--- config.mk ---
export PLATFORM = sky130hd
export DESIGN_NAME = mem_read_scan_flat
export DESIGN_NICKNAME = d
export VERILOG_FILES = /design/src/rtl/mem_read_scan_pkg.sv /design/src/rtl/mem_read_scan_if.sv /design/src/rtl/mem_read_scan_byte_lane_sel.sv /design/src/rtl/mem_read_scan.sv /design/src/flat_wrapper.sv
export SDC_FILE = /design/constraint.sdc
export NUM_CORES = 1
export LEC_CHECK = 0
export CORE_UTILIZATION = 48
export CTS_CLUSTER_DIAMETER = 40
export DETAILED_ROUTE_END_ITERATION = 16
export PLACE_DENSITY_LB_ADDON = 0.12
export SYNTH_ARGS = -nofsm -noshare
export SYNTH_HDL_FRONTEND = slang
export SYNTH_HIERARCHICAL = 1
export SYNTH_SLANG_ARGS = --single-unit
--- constraint.sdc ---
create_clock -name Clk -period 2.65 [get_ports Clk]
set_input_delay 0.53 -clock Clk [delete_from_list [all_inputs] [get_ports Clk]]
set_output_delay 0.53 -clock Clk [all_outputs]
set_load 0.03 [all_outputs]
--- src/rtl/mem_read_scan_pkg.sv ---
// Shared types and sizes for the memory read-scan block.
// STEP_MODE_EN adds the HOLD state used for single-step scanning.
package mem_read_scan_pkg;

    localparam int unsigned ADDR_W  = 6;
    localparam int unsigned DATA_W  = 32;
    localparam int unsigned LEN_MAX = 64;
    localparam int unsigned CNT_W   = 7;

    typedef enum logic [2:0] {
        ST_IDLE = 3'd0,
        ST_READ = 3'd1,
        ST_CAPT = 3'd2,
        ST_DONE = 3'd3
`ifdef STEP_MODE_EN
        ,
        ST_HOLD = 3'd4
`endif
    } state_t;

    // A programmed length of zero requests the full 64-word address space.
    function automatic logic [CNT_W-1:0] len_to_count(input logic [ADDR_W-1:0] len);
        return (len == '0) ? CNT_W'(LEN_MAX) : {1'b0, len};
    endfunction

endpackage

--- src/rtl/mem_read_scan_if.sv ---
// Synchronous-read RAM port: address/enable out, read data back one cycle later.
interface mem_read_scan_if;
    import mem_read_scan_pkg::*;

    logic [ADDR_W-1:0] M_Addr;
    logic              M_En;
    logic [DATA_W-1:0] M_R_Data;

    modport master (output M_Addr, output M_En, input M_R_Data);
    modport slave  (input M_Addr, input M_En, output M_R_Data);

endinterface

--- src/rtl/mem_read_scan_byte_lane_sel.sv ---
// Byte-lane multiplexer: picks one byte of a 32-bit word for display.
module byte_lane_sel (
    input  logic [31:0] Data,
    input  logic [1:0]  Select,
    output logic [7:0]  Byte
);

    always_comb begin
        Byte = '0;
        unique case (Select)
            2'b00: Byte = Data[7:0];
            2'b01: Byte = Data[15:8];
            2'b10: Byte = Data[23:16];
            2'b11: Byte = Data[31:24];
            default: Byte = '0;
        endcase
    end

endmodule

--- src/rtl/mem_read_scan.sv ---
// Scans a block of RAM words, keeping a running checksum and the last word.
// Defining STEP_MODE_EN pauses in HOLD after each word until Step is pulsed.
module mem_read_scan
    import mem_read_scan_pkg::*;
(
    input  logic                Clk,
    input  logic                Rst,
    input  logic                Start,
    input  logic [ADDR_W-1:0]   Base_Addr,
    input  logic [ADDR_W-1:0]   Len,
    input  logic [1:0]          Select,
    input  logic                Step,
    mem_read_scan_if.master     mem,
    output logic [7:0]          LED,
    output logic [DATA_W-1:0]   Checksum,
    output logic                Busy,
    output logic                Done
);

    state_t              state_q, state_d;
    logic [ADDR_W-1:0]   addr_q, addr_d;
    logic [CNT_W-1:0]    count_q, count_d;
    logic [DATA_W-1:0]   data_q, data_d;
    logic [DATA_W-1:0]   sum_q, sum_d;
    logic [ADDR_W-1:0]   m_addr_q, m_addr_d;
    logic                m_en_q, m_en_d;

`ifndef STEP_MODE_EN
    logic unused_step;
    assign unused_step = Step;
`endif

    // RAM controls are registered on entry to READ so they line up with that state.
    always_comb begin
        state_d  = state_q;
        addr_d   = addr_q;
        count_d  = count_q;
        data_d   = data_q;
        sum_d    = sum_q;
        m_addr_d = m_addr_q;
        m_en_d   = 1'b0;

        unique case (state_q)
            ST_IDLE, ST_DONE: begin
                if (Start) begin
                    addr_d   = Base_Addr;
                    count_d  = len_to_count(Len);
                    sum_d    = '0;
                    m_addr_d = Base_Addr;
                    m_en_d   = 1'b1;
                    state_d  = ST_READ;
                end
            end
            ST_READ: begin
                state_d = ST_CAPT;
            end
            ST_CAPT: begin
                data_d  = mem.M_R_Data;
                sum_d   = sum_q + mem.M_R_Data;
                addr_d  = addr_q + ADDR_W'(1);
                count_d = count_q - CNT_W'(1);
                if (count_q == CNT_W'(1)) begin
                    state_d = ST_DONE;
                end else begin
`ifdef STEP_MODE_EN
                    state_d = ST_HOLD;
`else
                    m_addr_d = addr_q + ADDR_W'(1);
                    m_en_d   = 1'b1;
                    state_d  = ST_READ;
`endif
                end
            end
`ifdef STEP_MODE_EN
            ST_HOLD: begin
                if (Step) begin
                    m_addr_d = addr_q;
                    m_en_d   = 1'b1;
                    state_d  = ST_READ;
                end
            end
`endif
            default: begin
                state_d = ST_IDLE;
            end
        endcase
    end

    always_ff @(posedge Clk or posedge Rst) begin
        if (Rst) begin
            state_q  <= ST_IDLE;
            addr_q   <= '0;
            count_q  <= '0;
            data_q   <= '0;
            sum_q    <= '0;
            m_addr_q <= '0;
            m_en_q   <= 1'b0;
        end else begin
            state_q  <= state_d;
            addr_q   <= addr_d;
            count_q  <= count_d;
            data_q   <= data_d;
            sum_q    <= sum_d;
            m_addr_q <= m_addr_d;
            m_en_q   <= m_en_d;
        end
    end

    assign mem.M_Addr = m_addr_q;
    assign mem.M_En   = m_en_q;
    assign Checksum   = sum_q;
    assign Busy       = (state_q != ST_IDLE) && (state_q != ST_DONE);
    assign Done       = (state_q == ST_DONE);

    byte_lane_sel u_lane (
        .Data   (data_q),
        .Select (Select),
        .Byte   (LED)
    );

endmodule

--- src/flat_wrapper.sv ---
// flat-port wrapper written by rule: the top's interface ports become plain ports
module mem_read_scan_flat import mem_read_scan_pkg::*;
  (Clk, Rst, Start, Base_Addr, Len, Select, Step, LED, Checksum, Busy, Done, mem_M_Addr, mem_M_En, mem_M_R_Data);
  mem_read_scan_if mem_i ();
  input  logic Clk;
  input  logic Rst;
  input  logic Start;
  input  logic [ADDR_W-1:0] Base_Addr;
  input  logic [ADDR_W-1:0] Len;
  input  logic [1:0] Select;
  input  logic Step;
  output logic [7:0] LED;
  output logic [DATA_W-1:0] Checksum;
  output logic Busy;
  output logic Done;
  output wire logic [$bits(mem_i.M_Addr)-1:0] mem_M_Addr;
  output wire logic [$bits(mem_i.M_En)-1:0] mem_M_En;
  input wire logic [$bits(mem_i.M_R_Data)-1:0] mem_M_R_Data;
  assign mem_M_Addr = mem_i.M_Addr;
  assign mem_M_En = mem_i.M_En;
  assign mem_i.M_R_Data = mem_M_R_Data;
  mem_read_scan u_core (.Clk(Clk), .Rst(Rst), .Start(Start), .Base_Addr(Base_Addr), .Len(Len), .Select(Select), .Step(Step), .mem(mem_i), .LED(LED), .Checksum(Checksum), .Busy(Busy), .Done(Done));
endmodule
---- Yosys cells after proc, flatten, opt, wreduce, memory -nomap -nowiden ----
Index checks and enable logic that the tools add are counted.
storage, ports and cells
  register bits ........................... 87
  logic and storage cells ................. 45
operators by class
  $add $sub $neg .......................... 3
  eq/ne operators ......................... 10
  mux-type cells .......................... 16
  reductions and logical operators ........ 9
operators with widths
  cell                   number
  $pmux W32 S2           1
  $add A32 B32 Y32       1
  $mux W32               1
  $pmux W8 S4            1
  $pmux W6 S2            2
  $mux W7                2
  $pmux W7 S2            1
  $mux W6                2
  $pmux W3 S3            1
  $eq A7 B1 Y1 const B   1
  $sub A7 B1 Y7 const B  1
  $add A6 B1 Y6 const B  1
  $eq A3 B2 Y1 const B   2
  $logic_not A6 Y1       1
  $eq A2 B2 Y1 const B   2
  $ne A2 B2 Y1 const B   2
  $eq A3 B1 Y1 const B   1
  $logic_not A3 Y1       1
  $mux W3                1
  $ne A3 B2 Y1 const B   1
  $reduce_and A3 Y1      1
  $reduce_bool A3 Y1     1
  $eq A2 B1 Y1 const B   1
  $logic_not A2 Y1       1
  7 further kinds        8

---- Depth between registers and ports, before layout ----
  depth after elaboration ................. 4
  mapped depth ............................ 10
  depth with buffers taken out ............ 10

---- By module ----
Netlist, hierarchy kept.
by module, submodules not included
  module         times used  cells each  area an instance (um^2)
  mem_read_scan  1           545         5236.3
  byte_lane_sel  1           10          196.4

---- Least setup slack after synthesis ----
OpenSTA, ideal clock, no wires.
  path type ............................... reg2reg
  from .................................... register u_core.sum_q[0], in the netlist u_core/Checksum[0]
  to ...................................... register u_core.sum_q[26], in the netlist u_core/Checksum[26]
  library setup time ...................... 0.070 ns
  data arrival time ....................... 2.626 ns
  data required time ...................... 2.580 ns
  setup slack ............................. -0.045 ns
  stages on the path, launching flop included .. 11
  path buffers ............................ 0
  path through ............................ dfrtp_1 > ha_1 > inv_1 > fa_1 > nor2b_1 > o31a_1 > o211ai_2 > a2111oi_4 > o211ai_2 > a2111oi_0 > nand3b_1
on the way
  word-level cells in the longest chain between the ends .. 2
ends and longest elaborated chain
  element                   line                  source
  start: declaration        mem_read_scan.sv:24   logic [DATA_W-1:0] sum_q, sum_d;
  start signal: assignment  mem_read_scan.sv:103  sum_q <= sum_d;
  $add A32 B32 Y32          mem_read_scan.sv:59   sum_d = sum_q + mem.M_R_Data;
  $pmux W32 S2              mem_read_scan.sv:43   unique case (state_q)
Every way passes these cells.
A chain may end at the register's enable or synchronous reset.

---- Final worst setup path ----
  from .................................... input port mem_M_R_Data[13]
  to ...................................... register u_core.sum_q[24], in the netlist u_core/Checksum[24]
on the way
  word-level cells in the longest chain between the ends .. 2
ends and longest elaborated chain
  element             line                 source
  start: declaration  flat_wrapper.sv:18   input wire logic [$bits(mem_i.M_R_Data)-1:0] mem_M_R_Data;
  $add A32 B32 Y32    mem_read_scan.sv:59
  $pmux W32 S2        mem_read_scan.sv:43
Every way passes these cells.

==> metrics <==
status finished clean; Worst path max stage delay 0.53 ns; via/cell ratio 5.654; GPL Wtd Cong 0.9085; ys flop type dfrtp_1; setup slack after layout 0.02109 ns; clk slew on worst S/H paths 0.06 ns; nets 839; Crit path required time 2.89 ns; Post-synth EDFFs 0; WL per Instance 17.50 um; Worst Hold Class flip-flop to flip-flop; final core occ 72.14%; RSZ-0062 raised after global routing yes; clock sinks 86; WL final 15.67 mm; worst clock skew 0.006351 ns; DRC 0; largest net degree at the start of global routing 30; Worst-Margin Slew 0.5070 ns; highest clock rate 380.4 MHz; initial cell density of the core 49.68%; total track usage 27.62%; gr ovfl total 0; row cnt 38; Worst-Skew Late Latency 0.33 ns; first-pass GRT wire length 24.67 mm; WP data arrival 2.86 ns; Max FO, Critical Path 5; CTS tree done; CP top delay family compound AO/OA/AOI/OAI gates; sequential share of power 26.2%; Antenna diodes 0; Worst setup EP type flip-flop; Initial DRC Count 306; Slew HR 66.12%; min Tclk post-route 2.629 ns; synth cell count leaders dfrtp_1 (86), nand2_1 (66), o21ai_0 (47); Synth area leader dfrtp_1; Num CTS Buffers 9; vias in the first global route 4923; max-cap check violation count 0; VDD IR-drop max 0.0006312 V; CP Class input port to flip-flop; Seq cells post-synth 86; hold path startpoint u_core/mem.M_Addr[3]; Internal 5.227 mW; Post-Syn Area per Cell 9.789 um^2; hold_ws 0.4868 ns; Cells after Synth 555; share of layout cells above drive strength 1 27.81%; RR Startpoint u_core/Checksum[0]; Setup crit start kind input port; H-Tree Depth 3; Syn Std Cell Area 5433 um^2; Setup WS pre-CTS -0.7537 ns; fin crit share 99.20%; dpl hpwl 11.74 mm; core area 10940 um^2; post-synth cell types 61; Psw 3.934 mW; die area 11750 um^2; Clk pwr share 13.5%; number of setup violations in the final report 0; Die W 108.4 um; I/O Buffers 97; Routed Antenna Nets 0; Setup TNS 0 ns; die height 108.4 um; Final Hold Viols 0; Area Growth Syn to Fin 45.21%; sequential fraction of the synthesis area 39.61%; CTS Root Cell clkbuf_16; sw frac 42.94%; I/O Pins 99; CP Cell Sequence clkdlybuf4s50_1, ha_4, a211oi_1, o21bai_1, o21a_1, o21ba_2, o31a_1, o21a_1, o31ai_1; initial antenna violation count 0; combinational power share 60.3%; Crit-path slowest cell clkdlybuf4s50_1; maximum buffer depth of the clock tree 2; Mapped Nets 644; Synthesis Warnings 6; post-synthesis async set-or-reset flop share 100.0%; via count 5060; pwr/cell area 1161 nW/um^2; CP most frequent cell o21a_1; cell with the most instances after synthesis dfrtp_1; Buf+Inv Stages, Crit Path 1; DR pass1 iterations 5; fin. max-slew vios 0; P_leak 3.569 nW; area share of the largest cell type after synthesis 39.61%; Worst Setup SP mem_M_R_Data[13]; Area contributors post-synth dfrtp_1 (40%), ha_1 (8.8%), mux2_2 (6.8%)
[per-layer routing]
| layer | global-route usage [%] | vias up | share of wire [%] |
|---|---|---|---|
| li1 | - | 2422 | - |
| met1 | 38.81 | 2455 | 47 |
| met2 | 43.90 | 159 | 47 |
| met3 | 2.954 | 24 | 4.6 |
| met4 | 10.42 | 0 | 2.1 |
| met5 | 0 | - | 0 |
[sequential cells by signal, indices dropped and copies added, names as in the netlist]
name               cells
u_core/count_q         7
u_core/mem.M_Addr      6
u_core/mem.M_En        1
u_core/addr_q          6
u_core/state_q         2
u_core/Checksum       32
u_core/data_q         32
[path summary, 6_finish.rpt]
| check | end | slack (ns) | cells past startpoint |
|---|---|---|---|
| max reg2reg | u_core/Checksum[24] | 0.09 | 11 |
| min in group asynchronous | u_core/Checksum[8] | 0.56 | 2 |
| max in group asynchronous | u_core/Checksum[21] | 1.52 | 3 |
| max | u_core/Checksum[24] | 0.02 | 9 |
| min reg2reg | u_core/mem.M_Addr[3] | 0.49 | 2 |
| min | u_core/mem.M_Addr[3] | 0.49 | 2 |
[layout make-up]
| type | instances | area (um^2) |
|---|---|---|
| Clock buffer | 12 | 236.5 |
| Clock inverter | 4 | 47.55 |
| Fill cell | 796 | 3047 |
| Inverter | 22 | 86.33 |
| Timing Repair Buffer | 208 | 1837 |
| Sequential cell | 86 | 2153 |
| Multi-Input combinational cell | 423 | 3353 |
| Tap cell | 140 | 175.2 |
[tightest hold or removal path, delay by kind of cell, from the launching register on]
kind / cells / cell delay, ns
flops: 1 / 0.34
simple gates: 1 / 0.04
compound gates: 1 / 0.07
[power by group through the flow]
stage	Combinational [mW]	Clock [mW]	Sequential, mW
after floorplan	2.96	0	2.68
after CTS	5.35	1.26	2.38
final	5.53	1.23	2.40
after global placement	5.12	0	2.35
after detailed placement	5.26	0	2.38
after global routing	5.99	1.31	2.48
[cell families after synthesis]
family                   synth area share, %
flip-flops                             39.61
AND/OR/NAND/NOR                        11.86
buffers and inverters                  3.454
multiplexers                           10.71
AO/OA/AOI/OAI                          21.37
adder cells (fa/ha/maj)                9.120
XOR/XNOR                               3.869
[placed cells by master, fill, tap and decap left out, types with 4 or more instances in the layout]
cell type        count
nand3_1             12
clkbuf_16            9
a31oi_1              6
a21o_1              10
xnor2_1             13
o22ai_1              4
a211o_1              4
o21ai_0             42
ha_4                12
ha_1                25
o21ai_1              7
o31a_1               4
mux2_2              33
nor3_1              10
dlymetal6s2s_1       6
nand2_1             66
clkdlybuf4s50_1     77
o21bai_1             5
buf_4              110
dfrtp_1             85
nand4_1              7
a211oi_1             5
mux4_2               8
nor2_1              28
inv_1               20
xor2_1              10
a21oi_1             33
o21a_1               8
o31ai_1              4
dlygate4sd2_1        9
[through the flow]
step | total power [mW] | instance area (um^2) | cells
global placement | 7.476 | 7306 | 872
CTS | 8.993 | 7729 | 892
floorplan | 5.646 | 5438 | 555
finish | 9.161 | 7889 | 895
global route | 9.785 | 7889 | 895
detailed placement | 7.639 | 7306 | 872
[repair_timing]
item	CTS	global route
hold buffers	0	0
endpoints found under the setup margin	23	16
resized for setup	32	27
pin swaps	10	14
buffers inserted	4	3
(Power assumes the default switching activity.)
